===== src/rtl/alu_pkg.sv =====
// alu_pkg: shared ALU func codes, issuer FSM encoding and default widths.
//   No ports; imported by alu_regfile and alu_issuer.
package alu_pkg;
  localparam int OPCODE_SIZE = 3;
  localparam int DATA_SIZE = 8;
  localparam logic [2:0] FUNC_ADD   = 3'b000;
  localparam logic [2:0] FUNC_ADD2  = 3'b001;
  localparam logic [2:0] FUNC_MUL   = 3'b010;
  localparam logic [2:0] FUNC_AND   = 3'b011;
  localparam logic [2:0] FUNC_OR    = 3'b100;
  localparam logic [2:0] FUNC_XOR   = 3'b101;
  localparam logic [2:0] FUNC_XNOR  = 3'b110;
  localparam logic [2:0] FUNC_XNOR2 = 3'b111;
  typedef enum logic [2:0] {IDLE, ISSUE, WAIT, CAPTURE, RESP} state_t;
endpackage


===== src/rtl/alu_regfile.sv =====
// alu_regfile: 2-read/1-write register file, synchronously cleared on rst.
//   clk, rst          clock, sync active-high clear
//   we, waddr, wdata  write port
//   raddr1/rdata1, raddr2/rdata2  combinational read ports
module alu_regfile #(
  parameter int addr_w = 3,
  parameter int data_w = 8
) (
  input  logic              clk,
  input  logic              rst,
  input  logic              we,
  input  logic [addr_w-1:0] waddr,
  input  logic [data_w-1:0] wdata,
  input  logic [addr_w-1:0] raddr1,
  input  logic [addr_w-1:0] raddr2,
  output logic [data_w-1:0] rdata1,
  output logic [data_w-1:0] rdata2
);
  logic [data_w-1:0] mem [2**addr_w];
  always_ff @(posedge clk)
    if (rst) for (int i = 0; i < 2**addr_w; i++) mem[i] <= '0;
    else if (we) mem[waddr] <= wdata;
  assign rdata1 = mem[raddr1];
  assign rdata2 = mem[raddr2];
endmodule


===== src/rtl/alu_issuer.sv =====
// alu_issuer: issues register-file commands to a registered ALU and returns results.
//   cmd_*        valid/ready command in (load immediate or ALU op)
//   alu_*        drive/receive the external ALU (alu_result = ALU dataOut)
//   rsp_*        valid/ready response out
//   mismatch     sticky self-check error; built only with ALU_ISSUER_CHECK_EN
module alu_issuer import alu_pkg::*; #(
  parameter int opcodeSize  = OPCODE_SIZE,
  parameter int dataSize    = DATA_SIZE,
  parameter int regAddrSize = 3,
  parameter int aluLatency  = 1
) (
  input  logic                   clk,
  input  logic                   rst,
  input  logic                   cmd_valid,
  output logic                   cmd_ready,
  input  logic                   cmd_load,
  input  logic [opcodeSize-1:0]  cmd_func,
  input  logic [regAddrSize-1:0] cmd_dst,
  input  logic [regAddrSize-1:0] cmd_src1,
  input  logic [regAddrSize-1:0] cmd_src2,
  input  logic [dataSize-1:0]    cmd_imm,
  output logic [opcodeSize-1:0]  alu_func,
  output logic [dataSize-1:0]    alu_data1,
  output logic [dataSize-1:0]    alu_data2,
  input  logic [dataSize-1:0]    alu_result,
  output logic                   rsp_valid,
  input  logic                   rsp_ready,
  output logic [dataSize-1:0]    rsp_data,
  output logic                   mismatch
);
  // WAIT leaves when cnt hits 0, so it is loaded with latency-2 to spend latency-1 cycles there
  localparam int cnt_w = aluLatency > 2 ? $clog2(aluLatency - 1) : 1;
  localparam logic [cnt_w-1:0] cnt_init = cnt_w'(aluLatency > 1 ? aluLatency - 2 : 0);
  state_t state, next;
  logic [regAddrSize-1:0] dst, waddr;
  logic [dataSize-1:0] rd1, rd2, wdata;
  logic [cnt_w-1:0] cnt;
  logic accept, we;
  assign cmd_ready = state == IDLE && !rst;
  assign accept = cmd_valid && cmd_ready;
  assign rsp_valid = state == RESP;
  assign we = (accept && cmd_load) || state == CAPTURE;
  assign waddr = state == CAPTURE ? dst : cmd_dst;
  assign wdata = state == CAPTURE ? alu_result : cmd_imm;
  alu_regfile #(.addr_w(regAddrSize), .data_w(dataSize)) u_rf (
    .clk(clk), .rst(rst), .we(we), .waddr(waddr), .wdata(wdata),
    .raddr1(cmd_src1), .raddr2(cmd_src2), .rdata1(rd1), .rdata2(rd2)
  );
  always_comb begin
    next = state;
    case (state)
      IDLE:    next = accept ? (cmd_load ? RESP : ISSUE) : IDLE;
      ISSUE:   next = aluLatency == 1 ? CAPTURE : WAIT;
      WAIT:    next = cnt == '0 ? CAPTURE : WAIT;
      CAPTURE: next = RESP;
      RESP:    next = rsp_ready ? IDLE : RESP;
      default: next = IDLE;
    endcase
  end
  always_ff @(posedge clk)
    if (rst) begin
      state <= IDLE;
      alu_func <= '0;
      alu_data1 <= '0;
      alu_data2 <= '0;
      dst <= '0;
      cnt <= '0;
      rsp_data <= '0;
    end else begin
      state <= next;
      if (accept && !cmd_load) begin
        alu_func <= cmd_func;
        alu_data1 <= rd1;
        alu_data2 <= rd2;
        dst <= cmd_dst;
      end
      if (state == ISSUE) cnt <= cnt_init;
      else if (state == WAIT) cnt <= cnt - 1'b1;
      if (we) rsp_data <= wdata;
    end
`ifdef ALU_ISSUER_CHECK_EN
  localparam int half = dataSize / 2;
  logic [dataSize-1:0] expected;
  always_comb begin
    expected = ~(alu_data1 ^ alu_data2);
    case (alu_func)
      FUNC_ADD:  expected = alu_data1 + alu_data2;
      FUNC_ADD2: expected = alu_data1 + alu_data2 + dataSize'(2);
      FUNC_MUL:  expected = dataSize'(alu_data1[half-1:0]) * dataSize'(alu_data2[half-1:0]);
      FUNC_AND:  expected = alu_data1 & alu_data2;
      FUNC_OR:   expected = alu_data1 | alu_data2;
      FUNC_XOR:  expected = alu_data1 ^ alu_data2;
      default:   expected = ~(alu_data1 ^ alu_data2);
    endcase
  end
  always_ff @(posedge clk)
    if (rst) mismatch <= 1'b0;
    else if (state == CAPTURE && alu_result != expected) mismatch <= 1'b1;
`else
  assign mismatch = 1'b0;
`endif
endmodule

===== config.mk =====
export PLATFORM = sky130hd
export DESIGN_NAME = alu_issuer
export DESIGN_NICKNAME = d
export VERILOG_FILES = /design/src/rtl/alu_pkg.sv /design/src/rtl/alu_regfile.sv /design/src/rtl/alu_issuer.sv
export SDC_FILE = /design/constraint.sdc
export NUM_CORES = 1
export LEC_CHECK = 0
export CORE_UTILIZATION = 65
export CTS_CLUSTER_DIAMETER = 40
export DETAILED_ROUTE_END_ITERATION = 6
export DONT_BUFFER_PORTS = 1
export GPL_TIMING_DRIVEN = 0
export PLACE_DENSITY = 0.83
export SLEW_MARGIN = 20
export SYNTH_ARGS = -nofsm -noshare
export SYNTH_HDL_FRONTEND = slang
export SYNTH_SLANG_ARGS = --single-unit

===== constraint.sdc =====
create_clock -name clk -period 5.51 [get_ports clk]
set_clock_uncertainty 0.05 [all_clocks]
set_input_delay 0.8265 -clock clk [delete_from_list [all_inputs] [get_ports clk]]
set_output_delay 0.8265 -clock clk [all_outputs]
set_load 0.02 [all_outputs]

After elaboration in Yosys (flattened, before gate mapping):

Memories as Yosys holds them, arrays and structs flattened. A register that Yosys moved wholly into a read port is not among the register bits.
Index checks and enable logic that the tools add are counted.

* add/subtract/negate cells: 1
* reduce and logical (&&, ||, !) cells: 10
* eq/ne operators: 4
* multiplexer cells: 15

Operators with widths (number)
* 2-to-1 mux 8 bit: 2
* 2-to-1 mux 3 bit: 5
* case mux 3 bit (5 select lines): 1
* OR reduction 8 bit: 1
* 2-to-1 mux 1 bit: 7
* equality test 3 x 2 -> 1 bit, second input constant: 2
* logical AND 1 bit: 4
* equality test 3 x 1 -> 1 bit, second input constant: 1
* equality test 3 bit, second input constant: 1
* logical NOT 3 bit: 1
* logical NOT 1 bit: 2
* OR reduction 2 bit: 1
* logical OR 1 bit: 1
* subtractor 1 bit, second input constant: 1

* bits in registers: 18
* output and inout port bits: 30
* memory bits (writable): 64
* memories kept: 1
* input bits: 33

Memories
* u_rf.mem: words 8, width 8, read ports 2, clocked after Yosys merged registers in 2, write ports 8, RTL line alu_regfile.sv:19 `logic [data_w-1:0] mem [2**addr_w];`

Logic depth before layout (Yosys ltp):

* depth after elaboration: 10
* gate-level depth with buffers: 7
* gate-level depth less buffers: 4

Cells and area by module:

Synthesis repeated with hierarchy kept, for this count alone.

* cells, all modules: 417
* area, all modules: 5221.3 µm²

Modules (own cells, without submodules)
* alu_regfile: sequential area each 1921.8 µm², cells each 222, area each 3537.1 µm², times used 1
* alu_issuer: sequential area each 680.7 µm², cells each 195, area each 1684.1 µm², times used 1

Least setup slack after synthesis:

Ideal clock, no wire load.

* kind: in2reg
* start: in rst
* end: mem u_rf.mem[7][0] (enable)
* setup slack: 3.185 ns
* stages: 4
* required time: 5.134 ns
* arrival: 1.949 ns
* library setup time: 0.326 ns
* cells stage by stage: clkbuf_1 a211oi_4 and2b_2 a21o_1

RTL lines
* from (decl): RTL line alu_issuer.sv:13 `input logic rst,`
* to (decl): RTL line alu_regfile.sv:19

Worst setup path after layout:

* start: in rst
* end: out cmd_ready

* longest elaborated chain between the ends: 2

Ends and longest elaborated chain
* logical NOT 1 bit: RTL line alu_issuer.sv:39 `assign cmd_ready = state == IDLE && !rst;`
* logical AND 1 bit: RTL line alu_issuer.sv:39
* to (decl): RTL line alu_issuer.sv:15 `output logic cmd_ready,`

No other way between the ends.

==> results_dict.tcl <==
set metrics [dict create \
    outcome "complete, no violations" \
    crit_type "input pin to primary output" \
    detail_route.vias_per_cell 6.51 \
    setup_repair_after_global_routing_missed_its_margin "no" \
    critical_path_required_ps 4630 \
    endpoint_kind "primary output" \
    synth.ff_latch_count 98 \
    post-route-cell-area_mm2 0.00517 \
    power.leakage_nw 1.83 \
    post_synth_num_cell_types 39 \
    setup_viol 0 \
    mappedNetlistArea_mm2 0.00483 \
    cts_resized 0 \
    report.power.total_w 0.00160 \
    postCtsSetupBuffers 0 \
    timing.max_cap.violations 0 \
    vdd_drop_max_mv 0.259 \
    antenna_violations_before_repair 0 \
    global_route.usage.total_pct 30.0 \
    post-place-ws_ps 2850 \
    number_of_synthesized_flops_with_an_enable_pin 64 \
    design.portCount 63 \
    crit_path_cell_trace "clkbuf_1 -> nor4_4" \
    clk_latency_ps 370 \
    gpl.final_weighted_congestion 0.807 \
    synthesis.instances 394 \
    critPathLaunch "rst" \
    synth_common_cells "90 x sky130_fd_sc_hd__nor2_1, 64 x sky130_fd_sc_hd__edfxtp_1, 46 x sky130_fd_sc_hd__nand2_1" \
    r2r_end "u_rf.mem[3][0]" \
    synthDominantCellAreaShare_pct 39.8 \
    dieHeight_um 88.2 \
    dpl.cell_count 493 \
    r2r-start "state[2]" \
    post-synth-top-count-cell "sky130_fd_sc_hd__nor2_1" \
    post_synth_main_area_contributors "sky130_fd_sc_hd__edfxtp_1 40%, sky130_fd_sc_hd__mux4_2 15%, sky130_fd_sc_hd__dfxtp_1 14%" \
    final_nets 438 \
    cts_hold_buf 0 \
    drt-pass1-iter-count 5 \
    final-instance-count-excl-fill 509 \
    h-tree-depth 3 \
    timing.final.hold_violations 0 \
    via_total_after_detailed_routing 3314 \
    seq_area_frac_synth_pct 53.8 \
    routed_wire_length_per_instance_um 21.2 \
    final_antenna_violating_net_count 0 \
    cts_made_buffers 9 \
    mappedNetlistNets 427 \
    layout_min_cycle_time_ps 2560 \
    worstPathBufferInverterCount 1 \
    die_footprint_mm2 0.00779 \
    core_area_mm2 0.00721 \
    cp_max_fo 8 \
    pwr_cell_area_mw_per_mm2 309 \
    netlist.top_cell.by_area "sky130_fd_sc_hd__edfxtp_1" \
    number_of_i_o_port_buffers 0 \
    reg2reg_setup_slack_ps 3190 \
    fin_setup_tns_ps 0 \
    slew_headroom_pct 48.4 \
    synth.yosys.warnings 0 \
    hpwl_mm 8.30 \
    drv_slew 0 \
    clock_path_buffers 2 \
    grt_pass1_vias 3392 \
    antennaDiodeCount 0 \
    startpoint_type "input pin" \
    drt-initial-drc-count 366 \
    worst_path_max_delay_cell "sky130_fd_sc_hd__nor4_4" \
    grt_first_pass_wirelength_mm 16.6 \
    achievable_freq_mhz 391 \
    path_depth 2 \
    layout-area-overhead-vs-synth_pct 7.04 \
    grt_remaining_overflow 0 \
    floorplan.die.width_um 88.2 \
    grt_max_degree 17 \
    floorplan.initialDensity_pct 67.0 \
    routed_wirelength_mm 10.8 \
    remaining_drc_errors 0 \
    cts_root_buffer "sky130_fd_sc_hd__clkbuf_8" \
    clk_transition_reported_paths_ps 90 \
    min_path_type "flip-flop to flip-flop" \
    detailed_place.area_mm2 0.00496 \
    row_count 31 \
    path_delay_family "simple AND/OR/NAND/NOR gates" \
    cts_tree "built" \
    dominantRegCellSynth "sky130_fd_sc_hd__edfxtp_1" \
    syn_avg_cell_area_um2 12.3 \
    worst_ep_arrival_time_ps 1680 \
    finalWorstSetupSlack_ps 2950 \
    cts.sinks 98 \
    reg2reg_depth 6 \
    share_of_final_layout_standard_cells_stronger_than_drive_strength_1_pct 22.9 \
    finalCritPeriodShare_pct 46.4 \
    async_flop_share_pct 0 \
    worst_slew_pin_slew_ps 768 \
    critical_path.max_stage_delay_ps 630 \
    critical_path.endpoint "cmd_ready" \
]
==> cell families after synthesis <==
kind of cell	after synthesis	share of synthesized area (%)
AOI/OAI and AO/OA	46	6.86
xor gates and xnor gates	1	0.181
buffers and inverters	30	3.67
DFF	98	53.8
muxes	45	18.2
other	1	0.0776
and+or+nand+nor	173	17.2
==> area by class of cell <==
| class | instances | area (um2) |
|---|---|---|
| Buffer | 28 | 170 |
| Clock buffer | 9 | 124 |
| Clock inverter | 7 | 92.6 |
| Fill cell | 500 | 2040 |
| Inverter | 2 | 7.51 |
| Multi-Input combinational cell | 266 | 2050 |
| Sequential cell | 98 | 2600 |
| Tap cell | 99 | 124 |
==> flip-flops by register name (all words and copies together) (netlist names) <==
| register | cells |
|---|---|
| alu_data1 | 8 |
| alu_data2 | 8 |
| alu_func | 3 |
| cnt | 1 |
| dst | 3 |
| rsp_data | 8 |
| state | 3 |
| u_rf.mem | 64 |
==> metrics by stage <==
| step | utilization [%] | hold slack [ps] |
|---|---|---|
| floorplan | - | 396 |
| global placement | 68.7 | 409 |
| detailed placement | 68.7 | 430 |
| CTS | 71.7 | 442 |
| global route | 71.7 | 468 |
| finish | 71.7 | 445 |
==> power breakdown <==
| part | leakage (nW) | total (W) | internal, W | switching, W |
|---|---|---|---|---|
| logic | 0.792 | 0.000225 | 0.0000948 | 0.000130 |
| clock network | 0.103 | 0.000502 | 0.000255 | 0.000247 |
| registers | 0.939 | 0.000874 | 0.000825 | 0.0000492 |
==> per-layer routing <==
| layer | track usage, % | wire length, um | vias to the layer above |
|---|---|---|---|
| met2 | 51.7 | 5370 | 205 |
| met1 | 36.9 | 4230 | 1611 |
| met5 | 0 | 0 | - |
| met3 | 4.29 | 941 | 23 |
| met4 | 16.1 | 254 | 0 |
| li1 | - | - | 1475 |
==> cell usage in the layout, fill, tap and decap left out, types with 2 or more instances in the layout <==
cell,n
sky130_fd_sc_hd__a21o_1,2
sky130_fd_sc_hd__a21oi_1,9
sky130_fd_sc_hd__a311oi_1,8
sky130_fd_sc_hd__a31o_2,6
sky130_fd_sc_hd__and2b_1,2
sky130_fd_sc_hd__buf_2,10
sky130_fd_sc_hd__buf_4,2
sky130_fd_sc_hd__buf_6,6
sky130_fd_sc_hd__bufinv_16,2
sky130_fd_sc_hd__clkbuf_1,10
sky130_fd_sc_hd__clkbuf_8,9
sky130_fd_sc_hd__clkinv_1,2
sky130_fd_sc_hd__clkinvlp_4,2
sky130_fd_sc_hd__dfxtp_1,34
sky130_fd_sc_hd__edfxtp_1,64
sky130_fd_sc_hd__mux2_2,10
sky130_fd_sc_hd__mux4_2,32
sky130_fd_sc_hd__nand2_1,46
sky130_fd_sc_hd__nand3_1,2
sky130_fd_sc_hd__nand3_4,2
sky130_fd_sc_hd__nand3b_1,2
sky130_fd_sc_hd__nand3b_4,3
sky130_fd_sc_hd__nor2_1,90
sky130_fd_sc_hd__nor3_1,17
sky130_fd_sc_hd__nor3b_1,3
sky130_fd_sc_hd__o21bai_1,2
sky130_fd_sc_hd__o22ai_1,16
==> how the worst min path moves through the flow <==
stage / start / to / slack, ps / cells past startpoint
final: dst[0] / dst[0] / 440 / 2
after global routing: dst[2] / dst[2] / 470 / 2
after CTS: dst[2] / dst[2] / 440 / 2
after detailed placement: dst[0] / dst[0] / 430 / 2
after global placement: dst[2] / dst[2] / 410 / 2
after floorplan: dst[2] / dst[2] / 400 / 2
==> tightest hold or removal path, delay by kind of cell (launching register included) <==
family / cells / cell delay (ps)
AOI/OAI and AO/OA: 1 / 60
DFF: 1 / 340
and+or+nand+nor: 1 / 60
No activity file was read; power rests on OpenSTA's default activity.
